==> config.mk <==
export PLATFORM = sky130hd
export DESIGN_NAME = sprite_row_fetch_flat
export DESIGN_NICKNAME = d
export VERILOG_FILES = /design/src/rtl/sprite_row_fetch_if.sv /design/src/rtl/sprite_row_fetch.sv /design/src/flat_wrapper.sv
export SDC_FILE = /design/constraint.sdc
export NUM_CORES = 1
export LEC_CHECK = 0
export CORE_MARGIN = 4
export CORE_UTILIZATION = 35
export CTS_CLUSTER_SIZE = 20
export DETAILED_ROUTE_END_ITERATION = 12
export SETUP_SLACK_MARGIN = 0.05
export SLEW_MARGIN = 0
export SYNTH_ARGS = -nofsm -noshare
export SYNTH_HDL_FRONTEND = slang
export SYNTH_SLANG_ARGS = --single-unit
==> constraint.sdc <==
create_clock -name clk -period 3.2 [get_ports clk]
set_input_delay 0.64 -clock clk [delete_from_list [all_inputs] [get_ports clk]]
set_output_delay 0.64 -clock clk [all_outputs]
set_load 0.01 [all_outputs]
==> src/rtl/sprite_row_fetch_if.sv <==
// Beam/sprite position inputs, sprite ROM port and pixel output of sprite_row_fetch.
// master is the sprite engine side, slave the timing/ROM/CLUT side; SPR_XFLIP_EN adds xflip.
interface sprite_row_fetch_if #(
  parameter int CORDW     = 16,
  parameter int ADDRW     = 6,
  parameter int SPR_DATAW = 4
);
  logic                    line;
  logic signed [CORDW-1:0] sx;
  logic signed [CORDW-1:0] sy;
  logic signed [CORDW-1:0] sprx;
  logic signed [CORDW-1:0] spry;
  logic [ADDRW-1:0]        rom_addr;
  logic [SPR_DATAW-1:0]    rom_data;
  logic [SPR_DATAW-1:0]    pix;
  logic                    drawing;
`ifdef SPR_XFLIP_EN
  logic                    xflip;
`endif

  modport master (
`ifdef SPR_XFLIP_EN
    input  xflip,
`endif
    input  line, sx, sy, sprx, spry, rom_data,
    output rom_addr, pix, drawing
  );

  modport slave (
`ifdef SPR_XFLIP_EN
    output xflip,
`endif
    output line, sx, sy, sprx, spry, rom_data,
    input  rom_addr, pix, drawing
  );
endinterface

==> src/rtl/sprite_row_fetch.sv <==
// Per-line sprite row fetch into a buffer, streamed as scaled colour indices with 1-cycle output latency.
// No backpressure: the ROM has fixed 1-cycle latency and output follows the beam; SPR_XFLIP_EN adds xflip.
module sprite_row_fetch #(
  parameter int CORDW      = 16,
  parameter int H_RES      = 640,
  parameter int SPR_WIDTH  = 8,
  parameter int SPR_HEIGHT = 8,
  parameter int SPR_SCALE  = 3,
  parameter int SPR_DATAW  = 4,
  parameter int ADDRW      = $clog2(SPR_WIDTH*SPR_HEIGHT)
) (
  input  logic clk,
  input  logic rst,
  sprite_row_fetch_if.master bus
);
  localparam int DRAWH = SPR_HEIGHT << SPR_SCALE;
  localparam int COLW  = (SPR_WIDTH > 1) ? $clog2(SPR_WIDTH) : 1;
  localparam int SUBW  = (SPR_SCALE > 0) ? SPR_SCALE : 1;
  localparam int ROWW  = (SPR_HEIGHT > 1) ? $clog2(SPR_HEIGHT) : 1;
  localparam int CNTW  = $clog2(SPR_WIDTH + 2);
  localparam logic [SUBW-1:0] SUB_MAX = SUBW'((1 << SPR_SCALE) - 1);
  localparam logic [COLW-1:0] COL_MAX = COLW'(SPR_WIDTH - 1);
  localparam logic signed [CORDW-1:0] DRAWH_S = CORDW'(DRAWH);
  localparam logic signed [CORDW-1:0] HRES_S  = CORDW'(H_RES);

  typedef enum logic [1:0] {IDLE, LOAD, WAIT_POS, DRAW} state_t;

  state_t                  state;
  logic [SPR_DATAW-1:0]    row_buf [SPR_WIDTH];
  logic [ROWW-1:0]         row;
  logic [CNTW-1:0]         cnt;
  logic [COLW-1:0]         col;
  logic [SUBW-1:0]         sub;
  logic signed [CORDW-1:0] sprx_l;
`ifdef SPR_XFLIP_EN
  logic                    flip_l;
`endif

  logic signed [CORDW-1:0] dy;
  logic                    line_hit;
  logic [ROWW-1:0]         line_row;
  logic [ADDRW-1:0]        line_base;
  logic [ADDRW-1:0]        row_base;
  logic                    in_clip;
  logic                    emit;
  logic                    last_pix;
  logic [COLW-1:0]         cur_col, nxt_col, rd_col;
  logic [SUBW-1:0]         cur_sub, nxt_sub;

  always_comb begin
    dy        = bus.sy - bus.spry;
    line_hit  = !dy[CORDW-1] && (dy < DRAWH_S);
    line_row  = ROWW'(dy >>> SPR_SCALE);
    line_base = ADDRW'(line_row) * ADDRW'(SPR_WIDTH);
    row_base  = ADDRW'(row) * ADDRW'(SPR_WIDTH);
    in_clip   = !bus.sx[CORDW-1] && (bus.sx < HRES_S);
    // The match cycle in WAIT_POS already emits pixel 0, so it acts as DRAW with zeroed counters.
    emit      = (state == DRAW) || ((state == WAIT_POS) && (bus.sx == sprx_l));
    cur_col   = (state == DRAW) ? col : '0;
    cur_sub   = (state == DRAW) ? sub : '0;
    last_pix  = (cur_col == COL_MAX) && (cur_sub == SUB_MAX);
    if (cur_sub == SUB_MAX) begin
      nxt_sub = '0;
      nxt_col = cur_col + COLW'(1);
    end else begin
      nxt_sub = cur_sub + SUBW'(1);
      nxt_col = cur_col;
    end
`ifdef SPR_XFLIP_EN
    rd_col    = flip_l ? (COL_MAX - cur_col) : cur_col;
`else
    rd_col    = cur_col;
`endif
  end

  always_ff @(posedge clk) begin
    if (rst) begin
      state        <= IDLE;
      bus.pix      <= '0;
      bus.drawing  <= 1'b0;
      bus.rom_addr <= '0;
      row          <= '0;
      cnt          <= '0;
      col          <= '0;
      sub          <= '0;
      sprx_l       <= '0;
`ifdef SPR_XFLIP_EN
      flip_l       <= 1'b0;
`endif
    end else if (bus.line) begin
      bus.drawing <= 1'b0;
      sprx_l      <= bus.sprx;
`ifdef SPR_XFLIP_EN
      flip_l      <= bus.xflip;
`endif
      row         <= line_row;
      cnt         <= CNTW'(1);
      if (line_hit) begin
        state        <= LOAD;
        bus.rom_addr <= line_base;
      end else begin
        state <= IDLE;
      end
    end else begin
      case (state)
        LOAD: begin
          bus.drawing <= 1'b0;
          // Data for the address issued two edges ago is on rom_data now.
          if (cnt >= CNTW'(2))
            row_buf[COLW'(cnt - CNTW'(2))] <= bus.rom_data;
          if (cnt < CNTW'(SPR_WIDTH))
            bus.rom_addr <= row_base + ADDRW'(cnt);
          if (cnt == CNTW'(SPR_WIDTH + 1))
            state <= WAIT_POS;
          cnt <= cnt + CNTW'(1);
        end
        WAIT_POS, DRAW: begin
          if (emit) begin
            bus.pix     <= row_buf[rd_col];
            bus.drawing <= in_clip;
            col         <= nxt_col;
            sub         <= nxt_sub;
            state       <= last_pix ? IDLE : DRAW;
          end else begin
            bus.drawing <= 1'b0;
          end
        end
        default: begin
          bus.drawing <= 1'b0;
        end
      endcase
    end
  end
endmodule
==> src/flat_wrapper.sv <==
// flat-port wrapper written by rule: the top's interface ports become plain ports
module sprite_row_fetch_flat 
#(
  parameter int CORDW      = 16,
  parameter int H_RES      = 640,
  parameter int SPR_WIDTH  = 8,
  parameter int SPR_HEIGHT = 8,
  parameter int SPR_SCALE  = 3,
  parameter int SPR_DATAW  = 4,
  parameter int ADDRW      = $clog2(SPR_WIDTH*SPR_HEIGHT)
)
  (clk, rst, bus_line, bus_sx, bus_sy, bus_sprx, bus_spry, bus_rom_data, bus_rom_addr, bus_pix, bus_drawing);
  sprite_row_fetch_if #(.CORDW(CORDW), .ADDRW(ADDRW), .SPR_DATAW(SPR_DATAW)) bus_i ();
  input  logic clk;
  input  logic rst;
  input wire logic [$bits(bus_i.line)-1:0] bus_line;
  input wire logic [$bits(bus_i.sx)-1:0] bus_sx;
  input wire logic [$bits(bus_i.sy)-1:0] bus_sy;
  input wire logic [$bits(bus_i.sprx)-1:0] bus_sprx;
  input wire logic [$bits(bus_i.spry)-1:0] bus_spry;
  input wire logic [$bits(bus_i.rom_data)-1:0] bus_rom_data;
  output wire logic [$bits(bus_i.rom_addr)-1:0] bus_rom_addr;
  output wire logic [$bits(bus_i.pix)-1:0] bus_pix;
  output wire logic [$bits(bus_i.drawing)-1:0] bus_drawing;
  assign bus_i.line = bus_line;
  assign bus_i.sx = bus_sx;
  assign bus_i.sy = bus_sy;
  assign bus_i.sprx = bus_sprx;
  assign bus_i.spry = bus_spry;
  assign bus_i.rom_data = bus_rom_data;
  assign bus_rom_addr = bus_i.rom_addr;
  assign bus_pix = bus_i.pix;
  assign bus_drawing = bus_i.drawing;
  sprite_row_fetch #(.CORDW(CORDW), .H_RES(H_RES), .SPR_WIDTH(SPR_WIDTH), .SPR_HEIGHT(SPR_HEIGHT), .SPR_SCALE(SPR_SCALE), .SPR_DATAW(SPR_DATAW), .ADDRW(ADDRW)) u_core (.clk(clk), .rst(rst), .bus(bus_i));
endmodule
* Yosys cells after proc, flatten, opt, wreduce, memory -nomap -nowiden
Memories as Yosys holds them, arrays and structs flattened. A register that Yosys moved wholly into a read port is not among the register bits.
Cells that the tools add are included.
** Operators by class
- $add $sub $neg :: 6
- Multipliers :: 0
- Divide/modulo/power cells :: 0
- $lt $le $gt $ge :: 4
- Eq/ne operators :: 10
- Shift operators :: 0
- Muxes and demuxes :: 21
- Bitwise gates (word level) :: 3
- Reductions and logical operators :: 16
** Operators by type and width (number)
- 6-bit 2-to-1 mux :: 4
- 16-bit == test :: 1
- 16-bit by 11-bit < comparator with 1-bit output (second input constant) :: 1
- 16-bit by 8-bit < comparator with 1-bit output (second input constant) :: 1
- 16-bit subtractor :: 1
- 3-bit 2-to-1 mux :: 4
- 3-bit AND reduction :: 3
- 1-bit 2-to-1 mux :: 8
- 2-bit 2-to-1 mux :: 4
- 3-bit by 1-bit adder with 3-bit output (second input constant) :: 2
- 6-bit by 4-bit adder with 6-bit output :: 1
- 3-bit == test (second input constant) :: 2
- 3-bit by 2-bit != test with 1-bit output (second input constant) :: 2
- 4-bit by 1-bit adder with 4-bit output (second input constant) :: 1
- 2-bit == test (second input constant) :: 2
- 4-bit == test (second input constant) :: 1
- 4-bit by 2-bit greater-or-equal comparator with 1-bit output (second input constant) :: 1
- 1-bit logical AND :: 4
- 4-bit < comparator (second input constant) :: 1
- 2-bit one-hot mux with 2 select lines :: 1
- 2-bit nonzero test :: 2
- 2-bit OR reduction :: 2
- 4-bit OR reduction :: 1
- 1-bit NOT :: 3
- other kinds (6) :: 7
** Word-level totals
- Flip-flop bits (word level) :: 38
- Latch bits :: 0
- RAM bits :: 32
- Bits in read-only memories :: 0
- Word-level logic and storage cells :: 70
- Memories kept :: 1
** Memory list
- u_core.row_buf :: words 8, bits a word 4, rd ports 1, clocked after memory_dff 1, wr ports 1, line sprite_row_fetch.sv:29 : logic [SPR_DATAW-1:0] row_buf [SPR_WIDTH];

* Longest topological paths before layout
Gate-level depths: netlist of the first run.
- Depth in word-level cells :: 8
- Depth in mapped cells :: 11
- Gate-level depth less buffers :: 10

* Worst setup path before layout of the first run
OpenSTA, ideal clock, no wires.
- Path type :: input port to flip-flop
- From :: in bus_spry[8]
- To :: reg u_core.bus.rom_addr[4]
- Arrival time :: 2814 ps
- Required time :: 3079 ps
- Slack :: 265 ps
- Stages :: 10
- Path buffers :: 0
- Cells stage by stage :: inv_1 ha_1 a21oi_2 o21a_4 o22a_1 o21ai_2 or4_4 a2111o_1 o2111ai_1 nand2_1
** On the way
- Word-level cells in the longest chain between the ends :: 5
** Ends and longest elaborated chain
- start: declaration :: line flat_wrapper.sv:20 : input wire logic [$bits(bus_i.spry)-1:0] bus_spry;
- 16-bit subtractor (*) :: line sprite_row_fetch.sv:51 : dy = bus.sy - bus.spry;
- 16-bit by 8-bit < comparator with 1-bit output / 1-bit zero test (equally long branches) :: line sprite_row_fetch.sv:52 : line_hit = !dy[CORDW-1] && (dy < DRAWH_S);
- 1-bit logical AND (*) :: line sprite_row_fetch.sv:52
- 2-bit by 1-bit != test with 1-bit output (no line) (*)
- 3-bit AND reduction (no line) (*)
- end signal: assignment :: line sprite_row_fetch.sv:100 : bus.rom_addr <= line_base;
- end signal: assignment :: line sprite_row_fetch.sv:112 : bus.rom_addr <= row_base + ADDRW'(cnt);
- end: declaration :: line sprite_row_fetch_if.sv:26 : output rom_addr, pix, drawing
Every way passes the cells marked *; elsewhere a longest branch is shown, timed or not.
A chain may end at the register's enable or synchronous reset.

* Final worst setup path of the first run
- From :: in bus_spry[4]
- To :: reg u_core.bus.rom_addr[2]
Same word-level chain as after synthesis.

==> impl_metrics.yaml, run 1 <==
worst_setup_path:
  crit_path_frequent_cell: "nand2_1"
  rrSetupSlack_ns: 0.82
  worst_path_dominant_cell_family: "compound AO/OA/AOI/OAI gates"
  crit_arrival_ns: 3.30
  crit_chain: "clkdlybuf4s50_1 -> inv_1 -> ha_1 -> buf_4 -> nand2_1 -> nor2_2 -> a21oi_4 -> o21ai_2 -> or4_4 -> a2111o_1 -> o2111ai_2 -> nand2_1"
  criticalPathCategory: "input port to flip-flop"
  crit_path_start_kind: "input port"
  worstSetupEndpointType: "flip-flop"
  cpMaxStageDelayCell: "or4_4"
  crit_path_start: "bus_spry[4]"
  cpPeakStageDelay_ns: 0.51
  crit_end: "u_core.bus.rom_addr[2]$_SDFFE_PP0P_"
  r2r-end: "u_core.state[0]$_SDFFE_PP0P_"
  path_max_fanout: 7
  cp_num_cells: 12
  required_ns: 3.43
  cp.buffers_inverters: 3
  reg2regPathDepth: 7
  r2r-start: "u_core.state[1]$_SDFFE_PP0P_"
synth:
  async_flop_share: 0
  netlist.area_leader.share: 0.232
  netlist.top_cell.by_area: "edfxtp_1"
  synth.avg_cell_area_um2: 9.62
  synth-edff-count: 32
  seq_area_frac_synth: 0.435
  ys.flop_type: "dfxtp_1"
  ys_seq_elements: 74
  yosys_warnings: 0
  synth_common_cells: "53 x nor2_1, 46 x nand2_1, 42 x dfxtp_1"
  syn-num-nets: 523
  synth_area_um2: 4140
  synthMuxAreaShare: 0.0647
  synth-simple-area-share: 0.165
  synthCells: 430
  synth_most_common_cell: "nor2_1"
  synth_area_leaders: "edfxtp_1 23%, dfxtp_1 20%, ha_1 6.7%"
  synth_top_family_by_area: "compound AO/OA/AOI/OAI gates"
  synth_compound_area_frac: 0.174
  ys_types: 61
  yosys.area_share.adder: 0.0665
  synth_xor_area_frac: 0.0508
hold_path:
  hold_path_class: "flip-flop to flip-flop"
grt:
  antenna_found_initial: 0
  grt_pass1_wl_um: 16800
  grt_pass1_vias: 3566
  overflow: 0
  grtUsageTotal: 0.155
  grt_max_degree: 33
final_layout:
  drive_gt1_frac: 0.168
  multi_input_area_um2: 2280
  design_area_um2: 5780
  area_delta_synth_final_pct: 39.6
  regArea_um2: 1800
  antenna_cells: 0
  fin_cells: 695
  fillers: 1092
  fin_nets: 640
clocking:
  cts_tree: "yes"
  cts_setup_buffers: 0
  clk_path_buf_depth: 2
  cts_sinks: 74
  insertion_delay_ns: 0.34
  numCtsBuffers: 9
  clkSlewWorstSetupHoldPaths_ns: 0.06
  root_buffer: "clkbuf_16"
  hold_buffers: 0
  ctsHtreeMaxLevel: 3
timing:
  rsz0062_at_grt: "no"
  period_share: 0.961
  setup_tns_ns: 0
  slew_viol_final: 0
  fmax_ghz: 0.325
  finClkSkew_ns: 0.00706
  worst_pin_slew_ns: 0.636
  finalHoldViolations: 0
  finalCriticalPeriod_ns: 3.07
  relSlewSlack: 0.573
  setup_violations: 0
placed_design:
  gp_congestion: 0.871
  place_area_um2: 5370
  dp.final_hpwl_um: 7920
  dpl.cell_count: 679
  port-buffer-count: 81
routing:
  drt-total-wl_um: 10400
  vias_per_cell: 5.09
  remaining_drc_errors: 0
  firstDrtPassIters: 4
  num_vias: 3541
  first_iter_violations: 150
  post_drt_wl_per_cell_um: 14.9
  postRouteAntennaNets: 0
floorplanning:
  initial_utilization: 0.359
  core_area_um2: 11500
  die-width_um: 117
  rows: 39
  die_h_um: 117
  die_area_um2: 13600
  ioPinCount: 82
power:
  pwr_density_cell_nw_per_um2: 417
  power.share.sequential: 0.421
  vdd_drop_max_v: 0.000255
  power_switching_mw: 0.622
  swShare: 0.258
  p_int_mw: 1.79
  leakage_nw: 2.27
  p_comb_frac: 0.184
  clkPwrFrac: 0.395
outcome:
  status: "complete, no violations"
run:
  cap_violations: 0
cell usage in the layout (no fill, tap or decap), types with 6 or more instances in the layout:
cell type | Yosys | layout
a211oi_1 | 14 | 14
a21oi_1 | 19 | 15
a21oi_2 | 2 | 6
buf_4 | 0 | 44
clkbuf_16 | 0 | 9
clkdlybuf4s50_1 | 0 | 81
dfxtp_1 | 42 | 42
edfxtp_1 | 32 | 32
ha_1 | 22 | 17
inv_1 | 23 | 23
mux2i_1 | 23 | 23
nand2_1 | 46 | 46
nand3_1 | 11 | 11
nor2_1 | 53 | 52
nor3_1 | 7 | 7
o21ai_0 | 9 | 9
xnor2_1 | 20 | 20
per-stage QoR:
step	power (mW)	setup WS (ns)	utilization	hold slack, ns
floorplan	1.26	0.265	-	0.434
global placement	1.45	-0.256	0.466	0.446
detailed placement	1.45	-0.330	0.466	0.456
CTS	2.41	0.0536	0.492	0.470
global route	2.52	0.00437	0.502	0.504
finish	2.41	0.126	0.502	0.476
final cells by class:
class | instances | area share
multi-input cells | 313 | 0.395
flip-flops and latches | 74 | 0.312
repair buffers | 125 | 0.198
clock buffers | 9 | 0.0390
well taps | 143 | 0.0310
inverters | 24 | 0.0156
clock inverters | 7 | 0.0102
per-layer routing:
layer / GRT usage / part of all wire / up-vias
met1: 0.184 / 0.43 / 1640
li1: - / - / 1807
met4: 0.0581 / 0.022 / 0
met3: 0.0358 / 0.053 / 18
met2: 0.273 / 0.49 / 76
met5: 0 / 0 / -
state kept, by name, indices dropped and copies added, names as in the netlist:
| signal | flops |
|---|---|
| u_core.sprx_l | 16 |
| u_core.bus.rom_addr | 6 |
| u_core.cnt | 4 |
| u_core.state | 2 |
| u_core.bus.drawing | 1 |
| u_core.sub | 3 |
| u_core.row_buf | 32 |
| u_core.bus.pix | 4 |
| u_core.row | 3 |
| u_core.col | 3 |
power by group through the flow:
stage	clock, mW	combinational (mW)	sequential [mW]
floorplan	0	0.225	1.03
global placement	0	0.411	1.03
detailed placement	0	0.419	1.04
CTS	0.967	0.424	1.01
global route	1.01	0.486	1.02
finish	0.950	0.444	1.01
timing repair:
item,4_1_cts,5_1_grt
gates resized for setup,1,17
pin swaps,2,8
endpoints found under the setup margin,4,7
kinds of logic after synthesis:
kind of cell,count (synthesis)
fa+ha+maj,22
xor+xnor,24
flops,74
mux,26
buf+inv,43
simple gates,148
compound gates,93
how the worst min path moves through the flow:
stage / depth (start not counted) / endpoint / startpoint / slack (ns)
finish: 1 / u_core.row[1]$_SDFFE_PP0P_ / u_core.row[1]$_SDFFE_PP0P_ / 0.48
global route: 1 / u_core.row[1]$_SDFFE_PP0P_ / u_core.row[1]$_SDFFE_PP0P_ / 0.50
CTS: 1 / u_core.row[1]$_SDFFE_PP0P_ / u_core.row[1]$_SDFFE_PP0P_ / 0.47
detailed placement: 1 / u_core.row[1]$_SDFFE_PP0P_ / u_core.row[1]$_SDFFE_PP0P_ / 0.46
global placement: 1 / u_core.row[1]$_SDFFE_PP0P_ / u_core.row[1]$_SDFFE_PP0P_ / 0.45
floorplan: 1 / u_core.row[1]$_SDFFE_PP0P_ / u_core.row[1]$_SDFFE_PP0P_ / 0.43
(Power assumes the default switching activity.)
==> run 2, diff against run 1 <==
- RECOVER_POWER: unset -> 25
==> impl_metrics.yaml, run 2 (synthesis results as in run 1) <==
hold_path:
  hold_path_class: "flip-flop to flip-flop"
  hold-path-cell-count: 1
  min_from: "u_core.row[1]$_SDFFE_PP0P_"
  min_to: "u_core.row[1]$_SDFFE_PP0P_"
placed_design:
  place_area_um2: 5370
  port-buffer-count: 81
  gp_congestion: 0.871
  dp.final_hpwl_um: 7920
  place_ws_ns: -0.330
worst_setup_path:
  rrSetupSlack_ns: 0.82
  r2r-start: "u_core.state[1]$_SDFFE_PP0P_"
  path_max_fanout: 7
  r2r-end: "u_core.state[0]$_SDFFE_PP0P_"
  reg2regPathDepth: 7
  criticalPathCategory: "input port to flip-flop"
  crit_path_start_kind: "input port"
  crit_arrival_ns: 3.30
  required_ns: 3.43
  worstSetupEndpointType: "flip-flop"
timing:
  slew_viol_final: 0
  finalHoldViolations: 0
  relSlewSlack: 0.573
  finClkSkew_ns: 0.00706
  worst_pin_slew_ns: 0.636
  worst_slack_ns: 0.126
  setup_violations: 0
  period_share: 0.961
  finalCriticalPeriod_ns: 3.07
  fmax_ghz: 0.325
  rsz0062_at_grt: "no"
power:
  power.share.sequential: 0.421
  pwr_density_cell_nw_per_um2: 417
  vdd_drop_max_v: 0.000255
  p_comb_frac: 0.184
  power_switching_mw: 0.622
  p_int_mw: 1.79
  leakage_nw: 2.27
  swShare: 0.258
  clkPwrFrac: 0.395
routing:
  first_iter_violations: 150
  firstDrtPassIters: 4
  post_drt_wl_per_cell_um: 14.9
  num_vias: 3541
  vias_per_cell: 5.09
  remaining_drc_errors: 0
  drt-total-wl_um: 10400
  postRouteAntennaNets: 0
final_layout:
  drive_gt1_frac: 0.168
  antenna_cells: 0
  fin_nets: 640
  largest-register: "u_core.row_buf"
  area_delta_synth_final_pct: 39.6
  final_common_cell: "clkdlybuf4s50_1"
  design_area_um2: 5780
  post-route-util: 0.502
  largest_registers: "u_core.row_buf: 32 flops, u_core.sprx_l: 16 flops, u_core.bus.rom_addr: 6 flops"
  final_cell_mix: "77 x clkdlybuf4s50_1, 52 x nor2_1, 46 x nand2_1, 44 x buf_4, 42 x dfxtp_1"
  fillers: 1092
  largest_reg_flops: 32
grt:
  grt_max_degree: 33
  grt_pass1_vias: 3566
  overflow: 0
  antenna_found_initial: 0
  grtUsageTotal: 0.155
  grt_pass1_wl_um: 16800
floorplanning:
  rows: 39
  die_area_um2: 13600
  die_h_um: 117
  die-width_um: 117
  ioPinCount: 82
  initial_utilization: 0.359
  core_area_um2: 11500
outcome:
  status: "complete, no violations"
clocking:
  clk_path_buf_depth: 2
  cts_sinks: 74
  clkSlewWorstSetupHoldPaths_ns: 0.06
  hold_buffers: 0
  cts_tree: "yes"
  numCtsBuffers: 9
  cts_setup_buffers: 0
  ctsHtreeMaxLevel: 3
  insertion_delay_ns: 0.34
  root_buffer: "clkbuf_16"
run:
  cap_violations: 0
run 2: worst max-delay path by stage:
| stage | startpoint | endpoint | slack, ns | depth (start not counted) |
|---|---|---|---|---|
| 2_1_floorplan | bus_spry[8] | u_core.bus.rom_addr[4]$_SDFFE_PP0P_ | 0.26 | 10 |
| 3_3_place_gp | bus_spry[11] | u_core.bus.rom_addr[4]$_SDFFE_PP0P_ | -0.26 | 10 |
| 3_5_place_dp | bus_spry[11] | u_core.bus.rom_addr[2]$_SDFFE_PP0P_ | -0.33 | 10 |
| 4_1_cts | bus_spry[10] | u_core.bus.rom_addr[4]$_SDFFE_PP0P_ | 0.05 | 11 |
| 5_1_grt | bus_spry[2] | u_core.bus.rom_addr[2]$_SDFFE_PP0P_ | 0.004 | 11 |
| 6_report | bus_spry[4] | u_core.bus.rom_addr[2]$_SDFFE_PP0P_ | 0.13 | 12 |
run 2: power groups by stage:
stage / registers [mW] / clock network [mW] / logic, mW
floorplan: 1.03 / 0 / 0.225
global placement: 1.03 / 0 / 0.411
detailed placement: 1.04 / 0 / 0.419
CTS: 1.01 / 0.967 / 0.424
global route: 1.02 / 1.01 / 0.485
finish: 1.01 / 0.950 / 0.443
run 2: what timing repair did:
action	CTS	global route
setup endpoints to repair	4	7
resized for setup	1	17
pin swaps	2	8
run 2: cell type report:
cell class                 instances  area (um2)  share of cell area
multi-input combinational        313        2280               0.395
sequential                        74        1800               0.312
timing repair buffer             125        1140               0.198
clock buffer                       9         225              0.0390
tap                              143         179              0.0310
inverter                          24        90.1              0.0156
clock inverter                     7        58.8              0.0102
run 2: metrics by stage:
step                      hold WS [ns]  TNS, ns  std cells  power, mW
after floorplan                  0.434        0        430       1.26
after global placement           0.446    -1.59        679       1.45
after detailed placement         0.456    -1.99        679       1.45
after CTS                        0.470        0        695       2.41
after global routing             0.504        0        695       2.52
final                            0.476        0        695       2.41
run 2: per-layer routing:
metal,wire [um],share of wire,up-vias,global-route usage
li1,-,-,1807,-
met4,230,0.022,0,0.0581
met5,0,0,-,0
met3,547,0.053,18,0.0358
met2,5080,0.49,76,0.273
met1,4510,0.43,1640,0.184
run 2: worst max-delay path, stage by stage:
cell	delay [ns]
clkdlybuf4s50_1	0.46
inv_1	0.04
ha_1	0.32
buf_4	0.15
nand2_1	0.06
nor2_2	0.06
a21oi_4	0.16
o21ai_2	0.08
or4_4	0.51
a2111o_1	0.51
o2111ai_2	0.25
nand2_1	0.06
==> run 3, diff against run 2 <==
- PLACE_DENSITY: unset -> 0.63
==> impl_metrics.yaml, run 3 (synthesis results as in run 1) <==
outcome:
  status: "complete, no violations"
timing:
  period_share: 0.938
  worst_pin_slew_ns: 0.723
  relSlewSlack: 0.514
  setup_violations: 0
  finClkSkew_ns: 0.00379
  whs_ns: 0.473
  slew_viol_final: 0
  finalHoldViolations: 0
  rsz0062_at_grt: "no"
  finalCriticalPeriod_ns: 3.00
  fmax_ghz: 0.333
hold_path:
  min_from: "u_core.row[1]$_SDFFE_PP0P_"
  hold-path-cell-count: 1
  hold_path_class: "flip-flop to flip-flop"
  min_to: "u_core.row[1]$_SDFFE_PP0P_"
floorplanning:
  die_h_um: 117
  rows: 39
  core_area_um2: 11500
  ioPinCount: 82
  die_area_um2: 13600
  initial_utilization: 0.359
  die-width_um: 117
run:
  cap_violations: 0
grt:
  antenna_found_initial: 0
  grt_pass1_vias: 3563
  overflow: 0
  grt_pass1_wl_um: 16300
  grt_max_degree: 31
  grtUsageTotal: 0.149
worst_setup_path:
  r2r-start: "u_core.state[1]$_SDFFE_PP0P_"
  crit_arrival_ns: 3.21
  r2r-end: "u_core.state[0]$_SDFFE_PP0P_"
  worstSetupEndpointType: "flip-flop"
  required_ns: 3.41
  crit_path_start_kind: "input port"
  reg2regPathDepth: 7
  path_max_fanout: 7
  rrSetupSlack_ns: 0.93
  criticalPathCategory: "input port to flip-flop"
final_layout:
  largest-register: "u_core.row_buf"
  final_cell_mix: "77 x clkdlybuf4s50_1, 53 x nor2_1, 47 x buf_4, 46 x nand2_1, 42 x dfxtp_1"
  fillers: 1085
  antenna_cells: 0
  area_delta_synth_final_pct: 42.4
  largest_registers: "u_core.row_buf: 32 flops, u_core.sprx_l: 16 flops, u_core.bus.rom_addr: 6 flops"
  regArea_um2: 1800
  multi_input_area_um2: 2320
  final_common_cell: "clkdlybuf4s50_1"
  largest_reg_flops: 32
  drive_gt1_frac: 0.173
  fin_nets: 643
clocking:
  numCtsBuffers: 9
  ctsHtreeMaxLevel: 3
  clk_path_buf_depth: 2
  cts_sinks: 74
  cts_tree: "yes"
  root_buffer: "clkbuf_16"
  insertion_delay_ns: 0.33
  clkSlewWorstSetupHoldPaths_ns: 0.05
placed_design:
  port-buffer-count: 81
  gp_congestion: 0.890
  dp.final_hpwl_um: 7900
routing:
  remaining_drc_errors: 0
  post_drt_wl_per_cell_um: 14.6
  first_iter_violations: 114
  num_vias: 3556
  drt-total-wl_um: 10200
  firstDrtPassIters: 4
  postRouteAntennaNets: 0
  vias_per_cell: 5.09
power:
  vdd_drop_max_v: 0.000293
  fin_total_pwr_mw: 2.58
  leakage_nw: 2.31
  pwr_density_cell_nw_per_um2: 438
==> run 3: repair_timing <==
item	in CTS	in global routing
gates resized for setup	3	19
pin swaps	3	12
gates cloned	0	0
buffers inserted	1	1
endpoints found under the setup margin	5	6
hold buffers	0	0
==> run 3: layout make-up <==
type / instances / share of cell area
well taps: 143 / 0.0304
inverters: 24 / 0.0153
flip-flops and latches: 74 / 0.306
multi-input cells: 313 / 0.394
repair buffers: 128 / 0.198
clock buffers: 11 / 0.0448
clock inverters: 5 / 0.0125
==> run 3: layer usage <==
metal | GRT usage | vias up | wire (um)
met5 | 0 | - | 0
met4 | 0.0497 | 0 | 99
met3 | 0.0389 | 6 | 517
met2 | 0.254 | 76 | 5010
met1 | 0.184 | 1658 | 4580
li1 | - | 1816 | -
==> run 3: how the worst max path moves through the flow <==
stage	startpoint	endpoint	slack (ns)	depth (start not counted)
final	bus_spry[7]	u_core.bus.rom_addr[3]$_SDFFE_PP0P_	0.20	12
after global routing	bus_spry[8]	u_core.bus.rom_addr[2]$_SDFFE_PP0P_	0.05	12
after CTS	bus_spry[8]	u_core.bus.rom_addr[4]$_SDFFE_PP0P_	0.06	11
after detailed placement	bus_spry[11]	u_core.bus.rom_addr[4]$_SDFFE_PP0P_	-0.36	10
after global placement	bus_spry[11]	u_core.bus.rom_addr[4]$_SDFFE_PP0P_	-0.24	10
after floorplan	bus_spry[8]	u_core.bus.rom_addr[4]$_SDFFE_PP0P_	0.26	10
==> run 3: power breakdown <==
part           internal [mW]  switching, mW  total (mW)
Sequential              1.00         0.0131        1.01
Combinational          0.257          0.198       0.456
Clock                  0.745          0.366        1.11
Total                   2.00          0.578        2.58
==> run 3: per-stage QoR <==
stage               instance area [um2]  setup WS (ns)  utilization  TNS, ns  cells
detailed placement                 5380         -0.358        0.467    -2.18    680
floorplan                          4140          0.265            -        0    430
global route                       5890         0.0493        0.512        0    698
global placement                   5380         -0.245        0.467    -1.53    680
finish                             5890          0.199        0.512        0    698
CTS                                5740         0.0636        0.498        0    697
==> run 3: worst max-delay path, cell delays in order <==
cell,delay [ns]
clkdlybuf4s50_1,0.45
inv_1,0.04
ha_1,0.24
buf_4,0.17
o21a_1,0.19
or3b_2,0.45
o2111ai_1,0.16
a2111oi_4,0.08
nand4_2,0.14
a2111o_1,0.29
nor2_1,0.07
o311a_1,0.30
